==> config.mk <==
export PLATFORM = sky130hd
export DESIGN_NAME = unsigned_divider
export DESIGN_NICKNAME = d
export VERILOG_FILES = /design/src/rtl/unsigned_divider.sv
export SDC_FILE = /design/constraint.sdc
export NUM_CORES = 1
export LEC_CHECK = 0
export ABC_CLOCK_PERIOD_IN_PS = 10400
export BUFFER_PORTS_ARGS = -buffer_cell sky130_fd_sc_hd__buf_2
export CORE_ASPECT_RATIO = 1.1
export CORE_UTILIZATION = 50
export DETAILED_ROUTE_END_ITERATION = 7
export GPL_TIMING_DRIVEN = 0
export HOLD_SLACK_MARGIN = 0.15
export PLACE_DENSITY = 0.72
export SYNTH_ARGS = -nofsm -noshare
export SYNTH_HDL_FRONTEND = slang
export SYNTH_SLANG_ARGS = --single-unit
==> constraint.sdc <==
create_clock -name clk -period 10.4 [get_ports clk]
set_clock_uncertainty 0.15 [all_clocks]
set_input_delay 3.12 -clock clk [delete_from_list [all_inputs] [get_ports clk]]
set_output_delay 3.12 -clock clk [all_outputs]
set_load 0.05 [all_outputs]
==> src/rtl/unsigned_divider.sv <==
// -----------------------------------------------------------------------------
// unsigned_divider
//   Sequential restoring divider: 64-bit unsigned dividend / 32-bit unsigned
//   divisor -> 32-bit quotient and 32-bit remainder. One quotient bit is
//   produced per clock, so a normal operation takes 32 CALC cycles and done
//   pulses 33 cycles after the start edge.
//
//   Special cases:
//     divisor == 0                   -> quotient = all ones,
//                                       remainder = dividend[31:0], div_zero = 1
//     dividend[63:32] >= divisor     -> quotient = all ones,
//                                       remainder = dividend[31:0], ovf = 1
//
//   Optional feature (macro DIV_EARLY_TERM_EN):
//     When defined, the two special cases skip CALC and go IDLE -> DONE on the
//     start edge, so done pulses one cycle after the start edge. When the
//     macro is undefined, every operation runs the full 32 iterations and the
//     special-case results are forced on entry to DONE.
//
// Ports
//   clk        in   1   rising-edge clock
//   rst        in   1   asynchronous active-high reset
//   start      in   1   request a division (sampled only in IDLE)
//   dividend   in   64  unsigned dividend
//   divisor    in   32  unsigned divisor
//   quotient   out  32  registered quotient, valid from done until next start
//   remainder  out  32  registered remainder, valid from done until next start
//   busy       out  1   high whenever the FSM is not in IDLE
//   done       out  1   one-cycle pulse when results become valid
//   div_zero   out  1   divisor was zero; held until the next accepted start
//   ovf        out  1   quotient did not fit in 32 bits; held likewise
//
// FSM states
//   state | meaning
//   IDLE  | waiting for start; results of the last operation held
//   CALC  | one shift/subtract/restore iteration per cycle (32 cycles)
//   DONE  | results just loaded, done high for this single cycle
// -----------------------------------------------------------------------------
module unsigned_divider (
  input  logic        clk,
  input  logic        rst,
  input  logic        start,
  input  logic [63:0] dividend,
  input  logic [31:0] divisor,
  output logic [31:0] quotient,
  output logic [31:0] remainder,
  output logic        busy,
  output logic        done,
  output logic        div_zero,
  output logic        ovf
);

  typedef enum logic [1:0] {
    IDLE = 2'd0,
    CALC = 2'd1,
    DONE = 2'd2
  } state_t;

  state_t      state_q,     state_d;
  logic [4:0]  cnt_q,       cnt_d;
  logic [32:0] prem_q,      prem_d;
  logic [31:0] dvd_lo_q,    dvd_lo_d;
  logic [31:0] dvs_q,       dvs_d;
  logic [31:0] quo_acc_q,   quo_acc_d;
  logic        dz_pend_q,   dz_pend_d;
  logic        ov_pend_q,   ov_pend_d;

  logic [31:0] quotient_q,  quotient_d;
  logic [31:0] remainder_q, remainder_d;
  logic        busy_q,      busy_d;
  logic        done_q,      done_d;
  logic        div_zero_q,  div_zero_d;
  logic        ovf_q,       ovf_d;

  // Classification of the operands presented with start.
  logic        in_dz;
  logic        in_ov;

  // Datapath of one iteration.
  logic        next_bit;
  logic [32:0] shifted;
  logic [33:0] trial;
  logic        trial_ok;
  logic        last_iter;

  assign in_dz = (divisor == 32'd0);
  assign in_ov = !in_dz && (dividend[63:32] >= divisor);

  // Dividend low bits are consumed MSB-first, indexed by the iteration count.
  assign next_bit  = dvd_lo_q[5'd31 - cnt_q];
  assign shifted   = {prem_q[31:0], next_bit};
  // One extra bit so the borrow of the trial subtraction is visible.
  assign trial     = {1'b0, shifted} - {2'b00, dvs_q};
  assign trial_ok  = ~trial[33];
  assign last_iter = (cnt_q == 5'd31);

  always_comb begin
    state_d     = state_q;
    cnt_d       = cnt_q;
    prem_d      = prem_q;
    dvd_lo_d    = dvd_lo_q;
    dvs_d       = dvs_q;
    quo_acc_d   = quo_acc_q;
    dz_pend_d   = dz_pend_q;
    ov_pend_d   = ov_pend_q;
    quotient_d  = quotient_q;
    remainder_d = remainder_q;
    div_zero_d  = div_zero_q;
    ovf_d       = ovf_q;

    case (state_q)
      IDLE: begin
        if (start) begin
          dvd_lo_d   = dividend[31:0];
          dvs_d      = divisor;
          cnt_d      = 5'd0;
          prem_d     = {1'b0, dividend[63:32]};
          quo_acc_d  = 32'd0;
          dz_pend_d  = in_dz;
          ov_pend_d  = in_ov;
          div_zero_d = 1'b0;
          ovf_d      = 1'b0;
`ifdef DIV_EARLY_TERM_EN
          if (in_dz || in_ov) begin
            state_d     = DONE;
            quotient_d  = 32'hFFFF_FFFF;
            remainder_d = dividend[31:0];
            div_zero_d  = in_dz;
            ovf_d       = in_ov;
          end else begin
            state_d = CALC;
          end
`else
          state_d = CALC;
`endif
        end
      end

      CALC: begin
        prem_d    = trial_ok ? trial[32:0] : shifted;
        quo_acc_d = {quo_acc_q[30:0], trial_ok};
        cnt_d     = cnt_q + 5'd1;
        if (last_iter) begin
          state_d = DONE;
          // Special cases still run the iterations; their garbage is
          // replaced by the fixed result here.
          if (dz_pend_q || ov_pend_q) begin
            quotient_d  = 32'hFFFF_FFFF;
            remainder_d = dvd_lo_q;
          end else begin
            quotient_d  = {quo_acc_q[30:0], trial_ok};
            remainder_d = trial_ok ? trial[31:0] : shifted[31:0];
          end
          div_zero_d = dz_pend_q;
          ovf_d      = ov_pend_q;
        end
      end

      DONE: begin
        state_d = IDLE;
      end

      default: begin
        state_d = IDLE;
      end
    endcase

    busy_d = (state_d != IDLE);
    done_d = (state_d == DONE);
  end

  always_ff @(posedge clk or posedge rst) begin
    if (rst) begin
      state_q     <= IDLE;
      cnt_q       <= 5'd0;
      prem_q      <= 33'd0;
      dvd_lo_q    <= 32'd0;
      dvs_q       <= 32'd0;
      quo_acc_q   <= 32'd0;
      dz_pend_q   <= 1'b0;
      ov_pend_q   <= 1'b0;
      quotient_q  <= 32'd0;
      remainder_q <= 32'd0;
      busy_q      <= 1'b0;
      done_q      <= 1'b0;
      div_zero_q  <= 1'b0;
      ovf_q       <= 1'b0;
    end else begin
      state_q     <= state_d;
      cnt_q       <= cnt_d;
      prem_q      <= prem_d;
      dvd_lo_q    <= dvd_lo_d;
      dvs_q       <= dvs_d;
      quo_acc_q   <= quo_acc_d;
      dz_pend_q   <= dz_pend_d;
      ov_pend_q   <= ov_pend_d;
      quotient_q  <= quotient_d;
      remainder_q <= remainder_d;
      busy_q      <= busy_d;
      done_q      <= done_d;
      div_zero_q  <= div_zero_d;
      ovf_q       <= ovf_d;
    end
  end

  assign quotient  = quotient_q;
  assign remainder = remainder_q;
  assign busy      = busy_q;
  assign done      = done_q;
  assign div_zero  = div_zero_q;
  assign ovf       = ovf_q;

endmodule
== After elaboration in Yosys (flattened, before gate mapping) ==
Cells that the tools add are included.

* Logic and storage cells: 56
* Register bits after elaboration: 204
* Memory bits (read-only): 0
* RAM bits: 0
* Memories kept: 0
* Bits in latches: 0
* Output and inout port bits: 68

* Bitwise operators: 1
* $mul: 0
* Reduce and logical (&&, ||, !) cells: 11
* Eq/ne operators: 5
* Magnitude comparators: 2
* Multiplexer cells: 20
* Divide/modulo/power cells: 0
* Shift operators: 0
* Add/sub/neg operators: 3

{| class="wikitable"
|+ Operator list
! kind !! number
|-
| two-way mux 32 bit || 5
|-
| one-hot mux 32 bit (2 select lines) || 1
|-
| one-hot mux 31 bit (2 select lines) || 1
|-
| subtractor 33 x 32 -> 34 bit || 1
|-
| greater-or-equal comparator 32 bit || 1
|-
| zero test 32 bit || 1
|-
| two-way mux 31 bit || 1
|-
| one-hot mux 5 bit (2 select lines) || 1
|-
| less-than comparator 5 x 6 -> 1 bit (second input constant) || 1
|-
| AND reduction 2 bit || 3
|-
| adder 5 x 1 -> 5 bit (second input constant) || 1
|-
| binary-select mux 1 bit (select 5 bit) || 1
|-
| equality test 5 bit (second input constant) || 1
|-
| two-way mux 5 bit || 1
|-
| subtractor 5 bit (first input constant) || 1
|-
| two-way mux 1 bit || 4
|-
| two-way mux 2 bit || 2
|-
| inequality test 2 bit (second input constant) || 2
|-
| one-hot mux 1 bit (2 select lines) || 2
|-
| one-hot mux 2 bit (2 select lines) || 1
|-
| nonzero test 2 bit || 2
|-
| AND reduction 3 bit || 1
|-
| equality test 2 x 1 -> 1 bit (second input constant) || 1
|-
| equality test 2 bit (second input constant) || 1
|-
| 5 further kinds || 5
|}

== Logic depth before layout (Yosys ltp) ==
Gate-level depths: netlist (run 1).

* Depth after elaboration: 6
* Mapped depth: 16
* Depth with buffers taken out: 15

== Worst setup path after synthesis (run 1) ==
Ideal clock, no wire load.

* Path kind: input to register
* Start point: in dividend[32]
* End point: reg ov_pend_q
* Slack: 5.102 ns
* Cell stages on the path: 11
* Arrival: 5.011 ns
* Cell sequence: inv_1 -> ha_1 -> nand2b_1 -> a21o_1 -> a21o_1 -> a21o_1 -> a21o_1 -> a2111oi_0 -> o31ai_1 -> a221oi_1 -> a21oi_1

* Word-level cells in the longest chain between the ends: 2

{| class="wikitable"
|+ RTL lines
! element !! RTL line !! RTL
|-
| start, declared || 43 || <nowiki>input logic [63:0] dividend,</nowiki>
|-
| greater-or-equal comparator 32 bit || 87 || <nowiki>assign in_ov = !in_dz && (dividend[63:32] >= divisor);</nowiki>
|-
| logical AND 1 bit || 87 ||
|-
| end signal, assigned || 196 || <nowiki>ov_pend_q <= ov_pend_d;</nowiki>
|-
| end, declared || 66 || <nowiki>logic ov_pend_q, ov_pend_d;</nowiki>
|}

No other way between the ends.
A chain may end at the register's enable or synchronous reset.

== Worst setup path in the final report (run 1) ==
* Start point: in divisor[0]
* End point: reg ov_pend_q

* Word-level cells in the longest chain between the ends: 3
* Elaborated cells between the ends (all ways): 4
* Classes of those cells: order compare (1); reduce/logical (3)

{| class="wikitable"
|+ RTL lines
! element !! RTL line !! RTL
|-
| start, declared || 44 || <nowiki>input logic [31:0] divisor,</nowiki>
|-
| branches (longest 2 deep; another with greater-or-equal comparator 32 bit) || -- ||
|-
| logical AND 1 bit (*) || 87 ||
|}

Mark *: on every way between the ends.

==> results.txt, run 1 <==
----------------------------------------------------
[CTS]
  Clk Latency, worst-skew pair ... 0.52 ns
  Clock tree from TritonCTS ... done
  Bufs on Longest Clock Path ... 3
  Sink count of the clock tree ... 204
  Maximum level of the CTS H-tree ... 1
  Clk slew on worst S/H paths ... 0.06 ns
  Clock buffer count from CTS ... 22
  Hold buffer count at cts ... 0
  Total of cells resized after clock tree synthesis ... 0
  Post-CTS Setup Bufs ... 0
  Clock root buffer ... sky130_fd_sc_hd__clkbuf_16

[Critical path]
  Worst path required time ... 10.62 ns
  Critical path arrival ... 6.07 ns
  Endpoint of the lowest-slack register-to-register path ... prem_q[24]$_DFFE_PP0P_
  Worst setup path startpoint ... divisor[0]
  Worst r2r src ... cnt_q[0]$_DFFE_PP0P_
  Standard cell with the maximum stage delay on the critical path ... sky130_fd_sc_hd__a2111oi_0
  CP Capture Point ... ov_pend_q$_DFFE_PP0P_
  Critical Path Max Stage Delay ... 0.70 ns
  Critical path's top delay family ... compound AO/OA/AOI/OAI gates
  Crit-path most repeated cell ... sky130_fd_sc_hd__a21o_1
  Worst R2R Setup Slack ... 4.87 ns
  Highest fanout seen on the critical path ... 3
  Crit. path cell count ... 11
  Number of cell instances on the worst register-to-register path ... 16
  Buf/Inv on CP ... 1
  Startpoint types ... input port
  CP Class ... input port to register
  Crit. End Element ... register
  Cell chain of the critical path ... buf_2 -> ha_1 -> nand2b_1 -> a21o_1 -> a21o_1 -> a21o_1 -> a21o_1 -> a2111oi_0 -> o31ai_1 -> a221oi_1 -> a21oi_1

[Synth]
  Number of synthesized flops with an enable pin ... 0
  Number of warnings reported in the yosys synthesis log ... 0
  Cells taking the most area after synthesis ... sky130_fd_sc_hd__dfrtp_1 (46%), sky130_fd_sc_hd__nand2_1 (7.8%), sky130_fd_sc_hd__ha_1 (7.5%), sky130_fd_sc_hd__o21ai_0 (5.9%), sky130_fd_sc_hd__a21oi_1 (4.7%)
  Synth top area share ... 0.462
  Sequential share of the synthesized area ... 0.462
  Mean instance size in the synthesized netlist ... 9.09 sq um
  Cells after synthesis ... ~1200
  Ys async rst share ... 1.00
  Total standard cell area after synthesis ... ~11000 sq um
  Dominant cell by count in the synthesized netlist ... sky130_fd_sc_hd__nand2_1
  Nets in the synthesized netlist ... 1383
  Number of unique standard cell types used by synthesis ... 63
  Leading register cell type out of synthesis ... sky130_fd_sc_hd__dfrtp_1
  Commonest cells post-synth ... sky130_fd_sc_hd__nand2_1 (231), sky130_fd_sc_hd__dfrtp_1 (204), sky130_fd_sc_hd__o21ai_0 (131)
  #FFs+latches synth ... between 200 and 250
  Cell taking the most area after synthesis ... sky130_fd_sc_hd__dfrtp_1

[Timing]
  Transition time at the pin with the least slew margin ... 0.940 ns
  TNS Setup ... 0 ns
  Hold Worst Slack ... 0.310 ns
  Min Clock Period, post-route ... 5.85 ns
  Final setup fails ... 0
  Slew headroom ... 0.367
  Max-slew violations ... 0
  Unrepaired setup endpoints after global routing ... false
  Achievable Freq ... 171 MHz
  Worst path setup slack after routing ... roughly 4.6 ns
  Final hold violations ... 0
  Share of the cycle needed by the critical path after routing ... 0.562

[Placed design]
  IO buf count ... 166
  RePlAce Congestion ... ~0.90
  Placed cell areas ... 12300 sq um
  Post-detail-place hpwl ... 24600 microns
  Worst slack at placement ... 4.04 ns

[Detailed routing]
  Detailed-route via count ... about 10000
  Routed wire per std cell ... 19.1 microns
  Routed Antenna Nets ... 0
  Number of iterations in the first detailed-routing pass ... 5
  WL final ... ~33000 microns
  Remaining routing DRC violations ... 0
  Via-per-instance ratio ... 5.78
  Detailed Route Iter0 Violations ... 743

[Finish]
  Finished layout cell area ... 13100 sq um
  Final net count ... 1574
  Inserted Diodes ... 0
  P&R area growth vs syn ... 18.6%
  Share of post-route cells with drive strength above 1 ... 0.163

[Die]
  Core region area ... 21500 sq um
  Initial Utilization ... 0.514
  Die Wd ... 144 microns
  Num ports ... between 150 and 200
  Chip height ... 158 microns
  Standard-cell row count ... 56
  Die area ... 22700 sq um

[GRT]
  Pin count of the biggest net entering global routing ... 130
  Via count of the first global-routing pass ... 9410
  Total GRT Usage ... 0.296
  Global-route wire length before repair ... 51200 microns
  Global route total overflow ... 0
  Initial antenna violation count ... 0

[Status]
  Outcome ... complete, no violations

[Job]
  Max-capacitance violation count ... 0

[Hold path]
  Path category of the worst min-delay check ... register to register

----------------------------------------------------
[logic make-up (layout without fill, tap and decap cells)]
| family | after synthesis | count (layout) | synth area share |
|---|---|---|---|
| and+or+nand+nor | 382 | 382 | 0.154 |
| DFF | 204 | 204 | 0.462 |
| muxes | 25 | 25 | 0.0341 |
| adders and majority gates | 67 | 67 | 0.0765 |
| xor gates and xnor gates | 26 | 26 | 0.0206 |
| AOI/OAI and AO/OA | 371 | 371 | 0.204 |
| buffers and inverters | 142 | 349 | 0.0491 |
[state kept, by name (all words and copies together) (netlist names), 2 cells and up]
name / count
dvd_lo_q: 32
dvs_q: 32
prem_q: 32
quotient: 32
remainder: 32
quo_acc_q: 31
cnt_q: 5
state_q: 2
[metrics by stage]
step           std cells  utilization
4_1_cts             1714        0.610
5_1_grt             1714        0.610
3_3_place_gp        1673        0.570
2_1_floorplan       1217            -
3_5_place_dp        1674        0.571
6_report            1714        0.610
[worst min-delay path, delay by kind of cell, from the launching register on]
| family | cells | cell delay [ns] |
|---|---|---|
| DFF | 1 | 0.33 |
| and+or+nand+nor | 2 | 0.10 |
[routing by layer]
| metal | wire length (microns) | vias up | global-route usage |
|---|---|---|---|
| met5 | 0 | - | 0 |
| met4 | 1370 | 0 | 0.131 |
| met3 | 1880 | 74 | 0.0393 |
| met2 | 15400 | 366 | 0.485 |
| met1 | 14100 | 4799 | 0.393 |
| li1 | - | 4664 | - |
[how the worst min path moves through the flow]
| stage | startpoint | to | slack (ns) | cells past startpoint |
|---|---|---|---|---|
| after floorplan | dvs_q[0]$_DFFE_PP0P_ | dvs_q[0]$_DFFE_PP0P_ | 0.30 | 2 |
| after global placement | quotient[26]$_DFFE_PP0P_ | quotient[26]$_DFFE_PP0P_ | 0.29 | 2 |
| after detailed placement | quotient[24]$_DFFE_PP0P_ | quotient[24]$_DFFE_PP0P_ | 0.30 | 2 |
| after CTS | quotient[24]$_DFFE_PP0P_ | quotient[24]$_DFFE_PP0P_ | 0.31 | 2 |
| after global routing | quotient[23]$_DFFE_PP0P_ | quotient[23]$_DFFE_PP0P_ | 0.34 | 2 |
| final | quotient[24]$_DFFE_PP0P_ | quotient[24]$_DFFE_PP0P_ | 0.31 | 2 |
[area by class of cell]
type                            instances  area, sq um
Buffer                                 67          262
Multi-Input combinational cell        871         5410
Sequential cell                       204         5100
Timing Repair Buffer                  167          858
Clock inverter                         12          210
Inverter                               75          289
Fill cell                            1901         8390
Clock buffer                           28          623
Tap cell                              290          363
[cells in the final DEF, fill, tap and decap left out, types with 19 or more instances in the layout]
cell type / synthesis / routed
sky130_fd_sc_hd__a21o_1: 23 / 23
sky130_fd_sc_hd__a21oi_1: 104 / 104
sky130_fd_sc_hd__a22o_1: 34 / 34
sky130_fd_sc_hd__and3_1: 30 / 30
sky130_fd_sc_hd__buf_2: 5 / 171
sky130_fd_sc_hd__clkbuf_1: 58 / 59
sky130_fd_sc_hd__clkbuf_16: 0 / 22
sky130_fd_sc_hd__dfrtp_1: 204 / 204
sky130_fd_sc_hd__ha_1: 66 / 66
sky130_fd_sc_hd__inv_1: 74 / 73
sky130_fd_sc_hd__nand2_1: 231 / 231
sky130_fd_sc_hd__nor2_1: 46 / 46
sky130_fd_sc_hd__o21ai_0: 131 / 131
sky130_fd_sc_hd__o22ai_1: 19 / 19
Power of run 1 is left out: the tool's default activity adds up to more than one toggle a clock period on the data nets, which glitch-free logic cannot reach.
==> inputs of run 2 (changes only) <==
--- a/config.mk
+++ b/config.mk
@@ -5,7 +5,7 @@
 export SDC_FILE = /design/constraint.sdc
 export NUM_CORES = 1
 export LEC_CHECK = 0
-export ABC_CLOCK_PERIOD_IN_PS = 10400
+export ABC_CLOCK_PERIOD_IN_PS = 5630
 export BUFFER_PORTS_ARGS = -buffer_cell sky130_fd_sc_hd__buf_2
 export CORE_ASPECT_RATIO = 1.1
 export CORE_UTILIZATION = 50
==> constraint.sdc (replaced) <==
create_clock -name clk -period 5.63 [get_ports clk]
set_clock_uncertainty 0.15 [all_clocks]
set_input_delay 1.689 -clock clk [delete_from_list [all_inputs] [get_ports clk]]
set_output_delay 1.689 -clock clk [all_outputs]
set_load 0.05 [all_outputs]
==> run 2 against run 1 <==
Compared with the run above:
- final area decreased by 0.11%
- first-iteration DRC count increased by 9.6%
- global-route usage decreased by 0.21 points
- core utilization decreased by 0.070 points
- highest routed layer unchanged
- die area unchanged
==> results.txt, run 2 (synthesized netlist as in run 1, its figures left out) <==
----------------------------------------------------
[CTS]
  Clock root buffer ... sky130_fd_sc_hd__clkbuf_16 (unchanged)
  Clock buffer count from CTS ... 23 (was 22)
  Clk slew on worst S/H paths ... 0.06 ns (about the same)
  Sink count of the clock tree ... 204 (unchanged)
  Bufs on Longest Clock Path ... 3 (unchanged)
  Clk Latency, worst-skew pair ... 0.53 ns (was 0.52 ns)
  Maximum level of the CTS H-tree ... 1 (unchanged)
  Clock tree from TritonCTS ... done (unchanged)

[Detailed routing]
  Routed wire per std cell ... 19.0 microns (was 19.1 microns)
  Via-per-instance ratio ... 5.82 (was 5.78)
  Detailed-route via count ... 10000 (was 9903)
  Number of iterations in the first detailed-routing pass ... 5 (unchanged)
  WL final ... 32600 microns (was 32700 microns)
  Remaining routing DRC violations ... 0 (unchanged)
  Detailed Route Iter0 Violations ... 814 (was 743)
  Routed Antenna Nets ... 0 (unchanged)

[Placed design]
  Total instance count after detailed placement ... 1678 (was 1674)
  Placed cell areas ... 12400 sq um (was 12300 sq um)
  IO buf count ... 166 (unchanged)
  RePlAce Congestion ... 0.909 (was 0.900)
  Post-detail-place hpwl ... 25200 microns (was 24600 microns)

[Die]
  Standard-cell row count ... 56 (unchanged)
  Num ports ... 167 (unchanged)
  Die Wd ... 144 microns (unchanged)
  Die area ... 22700 sq um (unchanged)
  Initial Utilization ... 0.514 (unchanged)
  Core region area ... 21500 sq um (unchanged)
  Chip height ... 158 microns (unchanged)

[Hold path]
  Worst Min Path Start ... quotient[13]$_DFFE_PP0P_ (was quotient[24]$_DFFE_PP0P_)
  Hold Crit Endpoint ... quotient[13]$_DFFE_PP0P_ (was quotient[24]$_DFFE_PP0P_)
  Hold-critical path depth ... 2 (unchanged)
  Path category of the worst min-delay check ... register to register (unchanged)

[Finish]
  Final net count ... 1579 (was 1574)
  P&R area growth vs syn ... 18.5% (was 18.6%)
  Post-route non-filler standard cell count ... 1719 (was 1714)
  Share of post-route cells with drive strength above 1 ... 0.164 (was 0.163)
  Inserted Diodes ... 0 (unchanged)
  Highest-count cells in the layout ignoring fill and taps ... sky130_fd_sc_hd__nand2_1 (231), sky130_fd_sc_hd__dfrtp_1 (204), sky130_fd_sc_hd__buf_2 (171) (unchanged)
  Finished layout cell area ... 13100 sq um (about the same)
  Final core area utilization ... 0.609 (was 0.610)
  Most common cell after layout, fill and taps aside ... sky130_fd_sc_hd__nand2_1 (unchanged)

[Timing]
  Final hold violations ... 0 (unchanged)
  Final setup fails ... 0 (unchanged)
  Unrepaired setup endpoints after global routing ... false (unchanged)
  Transition time at the pin with the least slew margin ... 0.920 ns (was 0.940 ns)
  Share of the cycle needed by the critical path after routing ... 0.933
  Min Clock Period, post-route ... 5.25 ns
  Max-slew violations ... 0 (unchanged)
  Slew headroom ... 0.386 (was 0.367)
  Hold Worst Slack ... 0.309 ns (was 0.310 ns)
  Achievable Freq ... about 190 MHz

[GRT]
  Total GRT Usage ... 0.294 (was 0.296)
  Pin count of the biggest net entering global routing ... 42 (was 130)
  Global route total overflow ... 0 (unchanged)
  Global-route wire length before repair ... 50800 microns (was 51200 microns)
  Via count of the first global-routing pass ... 9436 (was 9410)
  Initial antenna violation count ... 0 (unchanged)

[Critical path]
  Critical path arrival ... 5.54 ns (was 6.07 ns)
  Number of cell instances on the worst register-to-register path ... 16 (unchanged)
  Worst R2R Setup Slack ... 0.38 ns (was 4.87 ns)
  CP Class ... register to register (was input port to register)
  Crit. End Element ... register (unchanged)
  Highest fanout seen on the critical path ... 10 (was 3)
  Worst r2r src ... cnt_q[0]$_DFFE_PP0P_ (unchanged)
  Worst path required time ... 5.92 ns (was 10.62 ns)
  Startpoint types ... register (was input port)
  Endpoint of the lowest-slack register-to-register path ... remainder[24]$_DFFE_PP0P_ (was prem_q[24]$_DFFE_PP0P_)

[Job]
  Max-capacitance violation count ... 0 (unchanged)

[Status]
  Outcome ... complete, no violations (unchanged)

----------------------------------------------------
[run 2: area by class of cell]
class                           count  area, sq um
Fill cell                        1888         8410
Multi-Input combinational cell    871         5410
Sequential cell                   204         5100
Timing Repair Buffer              171          931
Clock buffer                       30          622
Tap cell                          290          363
Inverter                           75          285
Buffer                             67          263
Clock inverter                     11          126
[run 2: per-stage QoR]
| stage | setup WS, ns | TNS (ns) |
|---|---|---|
| after floorplan | 0.826 | 0 |
| after global placement | -0.0497 | -6.01 |
| after detailed placement | 0.147 | 0 |
| after CTS | 0.116 | 0 |
| after global routing | 0.0498 | 0 |
| final | 0.380 | 0 |
[run 2: timing repair]
item | 4_1_cts | 5_1_grt
gates resized for setup | 0 | 1
setup buffers | 0 | 0
setup endpoints to repair | 0 | 6
hold buffers | 0 | 0
[run 2: critical path: stages, from the launching register on]
cell and delay (ns):
sky130_fd_sc_hd__dfrtp_1 0.43, sky130_fd_sc_hd__clkbuf_2 0.35, sky130_fd_sc_hd__mux4_2 0.57, sky130_fd_sc_hd__mux4_2 0.47
sky130_fd_sc_hd__mux2i_1 0.21, sky130_fd_sc_hd__ha_1 0.22, sky130_fd_sc_hd__inv_1 0.07, sky130_fd_sc_hd__fa_1 0.42
sky130_fd_sc_hd__a21o_1 0.21, sky130_fd_sc_hd__a221oi_4 0.30, sky130_fd_sc_hd__o21ai_2 0.10, sky130_fd_sc_hd__and3_1 0.19
sky130_fd_sc_hd__o41a_1 0.53, sky130_fd_sc_hd__or4b_1 0.50, sky130_fd_sc_hd__a31oi_1 0.17, sky130_fd_sc_hd__a21oi_1 0.11
sky130_fd_sc_hd__a21oi_1 0.16
[run 2: how the worst max path moves through the flow]
stage                         start                   endpoint  depth (start not counted)
3_5_place_dp   cnt_q[0]$_DFFE_PP0P_  remainder[24]$_DFFE_PP0P_                         16
3_3_place_gp                    rst   dvd_lo_q[12]$_DFFE_PP0P_                          2
4_1_cts        cnt_q[0]$_DFFE_PP0P_  remainder[24]$_DFFE_PP0P_                         16
5_1_grt        cnt_q[0]$_DFFE_PP0P_  remainder[24]$_DFFE_PP0P_                         16
2_1_floorplan  cnt_q[0]$_DFFE_PP0P_  remainder[24]$_DFFE_PP0P_                         16
6_report       cnt_q[0]$_DFFE_PP0P_  remainder[24]$_DFFE_PP0P_                         16
[run 2: per-layer routing]
| metal | vias to the layer above | share of wire | track usage |
|---|---|---|---|
| met5 | - | 0 | 0 |
| met4 | 0 | 0.047 | 0.138 |
| met3 | 90 | 0.067 | 0.0423 |
| met2 | 402 | 0.46 | 0.472 |
| met1 | 4832 | 0.42 | 0.393 |
| li1 | 4678 | - | - |
Power of run 2 is left out for the same reason.
